## src/rtl/fifo_rd_fwft.sv

```systemverilog
// fifo_rd_fwft: read-side first-word-fall-through adapter for the async FIFO.
// It turns the FIFO's rinc/rempty/rdata read port, where data arrives one
// cycle after the request, into a valid/ready stream. A 2-entry buffer lets a
// consumer that is always ready take one word per cycle.
// Optional build macro: FWFT_LEVEL_EN adds the registered `level` output,
// which carries the buffer occupancy (0..2).
module fifo_rd_fwft #(
    parameter int WIDTH = 8
) (
    input  logic             rclk,
    input  logic             rrst,
    input  logic             fifo_rempty,
    output logic             fifo_rinc,
    input  logic [WIDTH-1:0] fifo_rdata,
    output logic             m_valid,
    input  logic             m_ready,
    output logic [WIDTH-1:0] m_data
`ifdef FWFT_LEVEL_EN
   ,output logic [1:0]       level
`endif
);

    // The state value is the number of buffered words.
    typedef enum logic [1:0] {EMPTY = 2'd0, ONE = 2'd1, TWO = 2'd2} state_t;

    state_t           state, state_nxt;
    logic             inflight;
    logic             push, pop;
    logic [2:0]       occ;
    logic [WIDTH-1:0] entry0, entry1, entry0_nxt, entry1_nxt;

    // A word requested last cycle is on fifo_rdata now and is captured this cycle.
    assign push = inflight;
    // Decode pop from state instead of from m_valid so no comb loop forms through the output block.
    assign pop  = (state != EMPTY) & m_ready;

    // State register, in-flight flag and buffer storage
    always_ff @(posedge rclk or posedge rrst) begin
        if (rrst) begin
            state    <= EMPTY;
            inflight <= 1'b0;
            entry0   <= '0;
            entry1   <= '0;
        end else begin
            state    <= state_nxt;
            inflight <= fifo_rinc;
            entry0   <= entry0_nxt;
            entry1   <= entry1_nxt;
        end
    end

    // Next state and buffer movement for each push/pop combination
    always_comb begin
        state_nxt  = state;
        entry0_nxt = entry0;
        entry1_nxt = entry1;
        case ({push, pop})
            2'b10: begin
                if (state == EMPTY) begin
                    entry0_nxt = fifo_rdata;
                    state_nxt  = ONE;
                end else begin
                    entry1_nxt = fifo_rdata;
                    state_nxt  = TWO;
                end
            end
            2'b01: begin
                entry0_nxt = entry1;
                state_nxt  = (state == TWO) ? ONE : EMPTY;
            end
            2'b11: begin
                if (state == TWO) begin
                    entry0_nxt = entry1;
                    entry1_nxt = fifo_rdata;
                end else begin
                    entry0_nxt = fifo_rdata;
                end
            end
            default: ;
        endcase
    end

    // Stream outputs and the read request. Request only when the words held
    // plus the word in flight, minus the word leaving this cycle, stay below 2.
    always_comb begin
        m_valid   = (state != EMPTY);
        m_data    = entry0;
        occ       = {1'b0, state} + {2'b00, inflight};
        fifo_rinc = !rrst && !fifo_rempty && (occ < (3'd2 + {2'b00, pop}));
    end

`ifdef FWFT_LEVEL_EN
    // Occupancy output, registered alongside the state
    always_ff @(posedge rclk or posedge rrst) begin
        if (rrst) level <= 2'd0;
        else      level <= state_nxt;
    end
`endif

`ifndef SYNTHESIS
    // The request rule must make it impossible to push while full without popping.
    a_no_overflow: assert property (@(posedge rclk) disable iff (rrst)
        !(push && !pop && state == TWO));
`endif

endmodule

```

## config.mk

```make
export PLATFORM = sky130hd
export DESIGN_NAME = fifo_rd_fwft
export DESIGN_NICKNAME = d
export VERILOG_FILES = /design/src/rtl/fifo_rd_fwft.sv
export SDC_FILE = /design/constraint.sdc
export NUM_CORES = 1
export LEC_CHECK = 0
export BUFFER_PORTS_ARGS = -buffer_cell sky130_fd_sc_hd__buf_2
export CAP_MARGIN = 5
export CORE_ASPECT_RATIO = 0.9
export CORE_MARGIN = 4
export CORE_UTILIZATION = 50
export DETAILED_ROUTE_END_ITERATION = 7
export GPL_TIMING_DRIVEN = 0
export PLACE_DENSITY = 0.83
export SLEW_MARGIN = 20
export SYNTH_ARGS = -nofsm -noshare
export SYNTH_HDL_FRONTEND = slang
export SYNTH_SLANG_ARGS = --single-unit
```

## constraint.sdc

```tcl
create_clock -name rclk -period 1.55 [get_ports rclk]
set_input_delay 0.0775 -clock rclk [delete_from_list [all_inputs] [get_ports rclk]]
set_output_delay 0.0775 -clock rclk [all_outputs]
set_load 0.02 [all_outputs]
```

==> results.cfg, run 1 <==
[cts]
htree_levels = 1
cts_root_buffer = clkbuf_4
clock_path_buffers = 2
cts_tree = built
cts_made_buffers = 3
clk_latency_ns = 0.31
cts_sinks = 19
clk_pin_slew_ns = 0.11

[setup_path]
worst-r2r-setup-slack_ns = -0.07
crit_path_start_kind = flip-flop
r2r-start = state[0]
critPathArrivalTime_ns = 1.59
cp_slowest_cell = dfrtp_2
r2r-end = m_data[2]
crit_path_frequent_cell = ha_4
worstPathCellList = ha_4 > ha_4 > o21ai_2 > nor4b_4 > buf_4
cpPeakStageDelay_ns = 0.45
cp-end-kind = output pin
crit_path_max_fanout = 2
rr_worst_depth = 7
criticalPathCategory = flip-flop to output pin
crit_end = fifo_rinc
cp-startpoint = state[0]
crit_required_ns = 1.47

[placed_design]
gp_congestion = 0.741
portBuffers = 21
dpl.hpwl_mm = 1.33
place_area_um2 = 1070
numPlacedInstances = 120
dp_slack_ns = 0.0101

[timing]
worst_slack_ns = -0.116
setup-violations-final = 10
fin_skew_ns = 0.0158
tightest_slew_ns = 0.709
hold_slack_ns = 0.0145
post-route-period-util = 1.08
relSlewSlack = 0.527
drv_slew = 0
fmax_mhz = 600
finalCriticalPeriod_ns = 1.67
hold_viol = 0
rsz0062_at_grt = yes

[finish]
register_area_um2 = 478
utilization = 0.730
fill_cells = 132
final_nets = 123
multi_input_area_um2 = 514
syn_to_final_growth_pct = 35.6
finalInstanceArea_um2 = 1250
final_layout_size_suffix_gt1_frac = 0.519
diodes = 0
fin_cells = 132

[drt]
first_iter_violations = 7
vias = 708
postRouteAntennaNets = 0
route.detailed.drc = 0
routedWlPerCell_um = 17.5
vias_per_cell = 5.36
first_pass_iters = 4
detail_route.wirelength_mm = 2.32

[synth]
ys_top_cells_by_count = 19 x dfrtp_1, 8 x mux2_1, 7 x mux2i_1, 6 x a21oi_1, 5 x nor2_1
post-synth-top-count-cell = dfrtp_1
synth_edf_count = 0
syn_area_um2 = 925
yosys_register_bits = 19
yosysWarnings = 0
yosysUniqueCellTypes = 21
yosysSeqAreaShare = 0.514
synth_area_leaders = dfrtp_1 51%, mux2_1 9.7%, mux2i_1 7.6%
synth_ff_type = dfrtp_1
avgSynthCellArea_um2 = 12.3
synthCells = 75
syn-num-nets = 89
yosysTopAreaCell = dfrtp_1
synth.top_cell.area_share = 0.514
synth-async-reset-ratio = 1.00

[die]
fp.coreArea_um2 = 1720
die_x_um = 53.3
ioPinCount = 22
die_y_um = 48.8
die_area_um2 = 2600
start_util = 0.539
rows = 14

[global_route]
grt_pass1_vias = 679
use_met3 = 0.0612
met1_usage = 0.209
grt_max_degree = 20
grtUsageMet2 = 0.310
grt_pass1_wl_mm = 3.35
antenna_found_initial = 0
globalRouteOverflowTotal = 0
grt.busiest_layer = met2
grt.total_usage = 0.182

[min_path]
worstHoldStart = fifo_rdata[4]
worstHoldPathType = primary input to flip-flop

[flow_run]
cap_violations = 0

[run_status]
violations = setup timing
status = complete, but fails checks

[pwr]
p_leak_nw = 0.602
peakVddDrop_mv = 0.990
powerDensity_nw_per_um2 = 1700
==> metrics by stage <==
| step | power (mW) | TNS [ns] |
|---|---|---|
| finish | 2.13 | -0.439 |
| global placement | 1.60 | 0 |
| floorplan | 1.41 | 0 |
| global route | 2.25 | -1.12 |
| detailed placement | 1.65 | 0 |
| CTS | 1.97 | -0.165 |
==> report_power, final <==
group | internal [mW] | switching [mW] | leakage, nW | total, mW
Clock | 0.101 | 0.157 | 0.0150 | 0.258
Sequential | 0.719 | 0.147 | 0.221 | 0.866
Combinational | 0.486 | 0.524 | 0.366 | 1.01
==> metal layers <==
| metal | vias to the layer above | part of all wire |
|---|---|---|
| li1 | 332 | - |
| met1 | 349 | 0.41 |
| met2 | 21 | 0.50 |
| met3 | 6 | 0.048 |
| met4 | 0 | 0.034 |
| met5 | - | 0 |
==> sequential cells by signal (all words and copies together), names as in the netlist <==
name      flops
entry1        8
inflight      1
m_data        8
state         2
==> area by class of cell <==
type | instances | area share
repair buffers | 28 | 0.137
clock buffers | 4 | 0.0210
plain buffers | 2 | 0.0180
well taps | 24 | 0.0240
flip-flops and latches | 19 | 0.381
inverters | 3 | 0.00898
multi-input cells | 52 | 0.410
==> cell usage in the layout, fill, tap and decap left out <==
| cell type | instances |
|---|---|
| nor2_1 | 5 |
| mux2i_1 | 7 |
| a21oi_2 | 3 |
| nor2_2 | 3 |
| inv_1 | 3 |
| o32ai_2 | 1 |
| a21boi_1 | 1 |
| dlygate4sd3_1 | 2 |
| clkbuf_1 | 1 |
| a21oi_1 | 6 |
| buf_4 | 6 |
| nor2b_1 | 3 |
| mux2_4 | 8 |
| or2_1 | 1 |
| dfrtp_2 | 2 |
| buf_2 | 19 |
| o21ai_0 | 3 |
| nand3_4 | 2 |
| dfrtp_1 | 17 |
| o21ai_1 | 1 |
| o21ai_4 | 2 |
| o21ai_2 | 1 |
| nor4b_4 | 1 |
| clkbuf_4 | 3 |
| buf_6 | 3 |
| nand2_1 | 1 |
| ha_4 | 2 |
| nand3b_1 | 1 |
==> critical path, delay by kind of cell, from the launching register on <==
family / cells / cell delay, ns
flip-flops: 1 / 0.45
adder cells (fa/ha/maj): 2 / 0.38
AND/OR/NAND/NOR: 1 / 0.22
buffers and inverters: 1 / 0.19
AO/OA/AOI/OAI: 1 / 0.05
==> worst min path at each step <==
stage                end  slack, ns  depth (start not counted)
4_1_cts        entry1[7]      0.009                          2
3_3_place_gp    inflight       0.25                          2
6_report       entry1[4]       0.01                          2
5_1_grt        entry1[4]       0.02                          2
2_1_floorplan  entry1[0]       0.03                          1
3_5_place_dp    inflight       0.26                          2
==> logic make-up after synthesis <==
group / synth area share
DFF: 0.514
AOI/OAI and AO/OA: 0.141
and+or+nand+nor: 0.108
muxes: 0.173
buffers and inverters: 0.0365
adders and majority gates: 0.0271
==> repair_timing <==
action                                  4_1_cts  5_1_grt
gates resized for setup                       8       14
endpoints found under the setup margin        1       18
pin swaps                                     2        2
hold endpoints to repair                     20        0
buffers inserted                              3        1
gates cloned                                  0        2
hold buffers                                  2        0
No activity file was read; power rests on OpenSTA's default activity.
==> inputs of run 2 (changes only) <==
Settings changed: BUFFER_PORTS_ARGS -buffer_cell sky130_fd_sc_hd__buf_2 to -buffer_cell sky130_fd_sc_hd__buf_4, CORE_UTILIZATION 50 to 30, PLACE_DENSITY 0.83 to 0.58.
==> results.cfg, run 2 (synthesis results as in run 1) <==
[run_status]
status = complete, but fails checks
violations = setup timing

[pwr]
peakVddDrop_mv = 0.810
p_sw_frac = 0.369
pwr-share-clk = 0.117
switching_power_uw = 798
p_int_mw = 1.37
p_total_mw = 2.16
powerDensity_nw_per_um2 = 1560
seqPwrFrac = 0.395
p_leak_nw = 0.639
comb_power_share = 0.488

[timing]
relSlewSlack = 0.520
fin_setup_tns_ns = -0.626
post-route-period-util = 1.06
setup-violations-final = 8
worst_slack_ns = -0.0962
tightest_slew_ns = 0.719
finalCriticalPeriod_ns = 1.65
hold_viol = 0
rsz0062_at_grt = yes
fin_skew_ns = 0.00266
drv_slew = 0
fmax_mhz = 607

[cts]
clk_pin_slew_ns = 0.10
htree_levels = 1
cts_made_buffers = 3
cts_sinks = 19
clock_path_buffers = 2
clk_latency_ns = 0.30
cts_tree = built
cts_root_buffer = clkbuf_4

[drt]
first_pass_iters = 4
vias_per_cell = 4.75
postRouteAntennaNets = 0
vias = 737
first_iter_violations = 18
route.detailed.drc = 0
routedWlPerCell_um = 13.6
detail_route.wirelength_mm = 2.11

[finish]
final_nets = 130
diodes = 0
fill_cells = 288
final_cell_mix = 25 x buf_4, 17 x dfrtp_1, 8 x dlygate4sd3_1, 7 x mux2i_1, 6 x a21oi_1
final_layout_size_suffix_gt1_frac = 0.478
fin_cells = 155
final_common_cell = buf_4
utilization = 0.489
syn_to_final_growth_pct = 50.2

[global_route]
grt.total_usage = 0.107
globalRouteOverflowTotal = 0
grt_pass1_wl_mm = 3.21
grt_pass1_vias = 712
grt_max_degree = 20
antenna_found_initial = 0

[min_path]
worstHoldPathType = primary input to flip-flop

[setup_path]
cp_slowest_cell = dfrtp_2
cpPeakStageDelay_ns = 0.45
crit_path_start_kind = flip-flop
crit_path_max_fanout = 2
critPathArrivalTime_ns = 1.57
crit_family = flip-flops
criticalPathCategory = flip-flop to output pin
worstPathCellList = ha_4 > ha_4 > o21ai_2 > nor4b_4 > buf_4
crit_required_ns = 1.47
critPathBufInv = 1
cp-end-kind = output pin
crit_path_frequent_cell = ha_4

[die]
die_y_um = 60.7
die_x_um = 66.5
fp.coreArea_um2 = 2840
ioPinCount = 22
start_util = 0.326
die_area_um2 = 4040
rows = 18

[placed_design]
dpl.hpwl_mm = 1.33
portBuffers = 21
numPlacedInstances = 136
gp_congestion = 0.711

[flow_run]
cap_violations = 0
## run 2: cell types whose count changed in the layout (fill, tap and decap cells not counted), sizes merged
cell / before / now
dlygate4sd3: 2 / 8
buf: 28 / 29
## run 2: worst paths after layout
check                           from        end  slack (ns)  depth (start not counted)
max                         state[0]  fifo_rinc        -0.1                          5
min                          m_ready  m_data[1]        0.02                          2
max reg2reg                 state[0]  m_data[3]        -0.1                          7
min reg2reg                entry1[5]  entry1[5]        0.50                          1
max in group asynchronous       rrst   state[0]        0.59                          3
min in group asynchronous       rrst   inflight        0.46                          3
## run 2: what timing repair did
| action | 4_1_cts | 5_1_grt |
|---|---|---|
| setup buffers | 3 | 3 |
| hold buffers | 6 | 2 |
| endpoints found under the hold margin | 24 | 2 |
| setup endpoints to repair | 1 | 18 |
| cloned | 0 | 1 |
| resized for setup | 8 | 9 |
| pin swaps | 1 | 4 |
## run 2: power groups by stage
stage               clock network [mW]  logic [mW]  registers (mW)
floorplan                            0       0.443           0.966
global placement                     0       0.842           0.858
detailed placement                   0       0.861           0.864
CTS                              0.259       0.938           0.849
global route                     0.288        1.14           0.889
finish                           0.253        1.06           0.855
## run 2: through the flow
| step | setup WS [ns] | instance area, um2 | hold slack (ns) |
|---|---|---|---|
| floorplan | 0.100 | 940 | 0.0286 |
| global placement | 0.0604 | 1150 | 0.260 |
| detailed placement | 0.0393 | 1150 | 0.262 |
| CTS | -0.0873 | 1290 | 0.0000937 |
| global route | -0.163 | 1390 | 0.0157 |
| finish | -0.0962 | 1390 | 0.0168 |
## run 2: cell type report
cell class	instances	area, um2	share of cell area
Buffer	2	26.3	0.0189
Clock buffer	4	26.3	0.0189
Inverter	3	11.3	0.00811
Multi-Input combinational cell	52	507	0.365
Sequential cell	19	478	0.344
Tap cell	40	50.0	0.0360
Timing Repair Buffer	35	290	0.209
## run 2: per-layer routing
metal  GRT usage  vias up  share of wire
li1            -      348              -
met1       0.131      363           0.44
met2       0.184       22           0.48
met3      0.0407        4          0.068
met4      0.0174        0         0.0071
met5           0        -              0
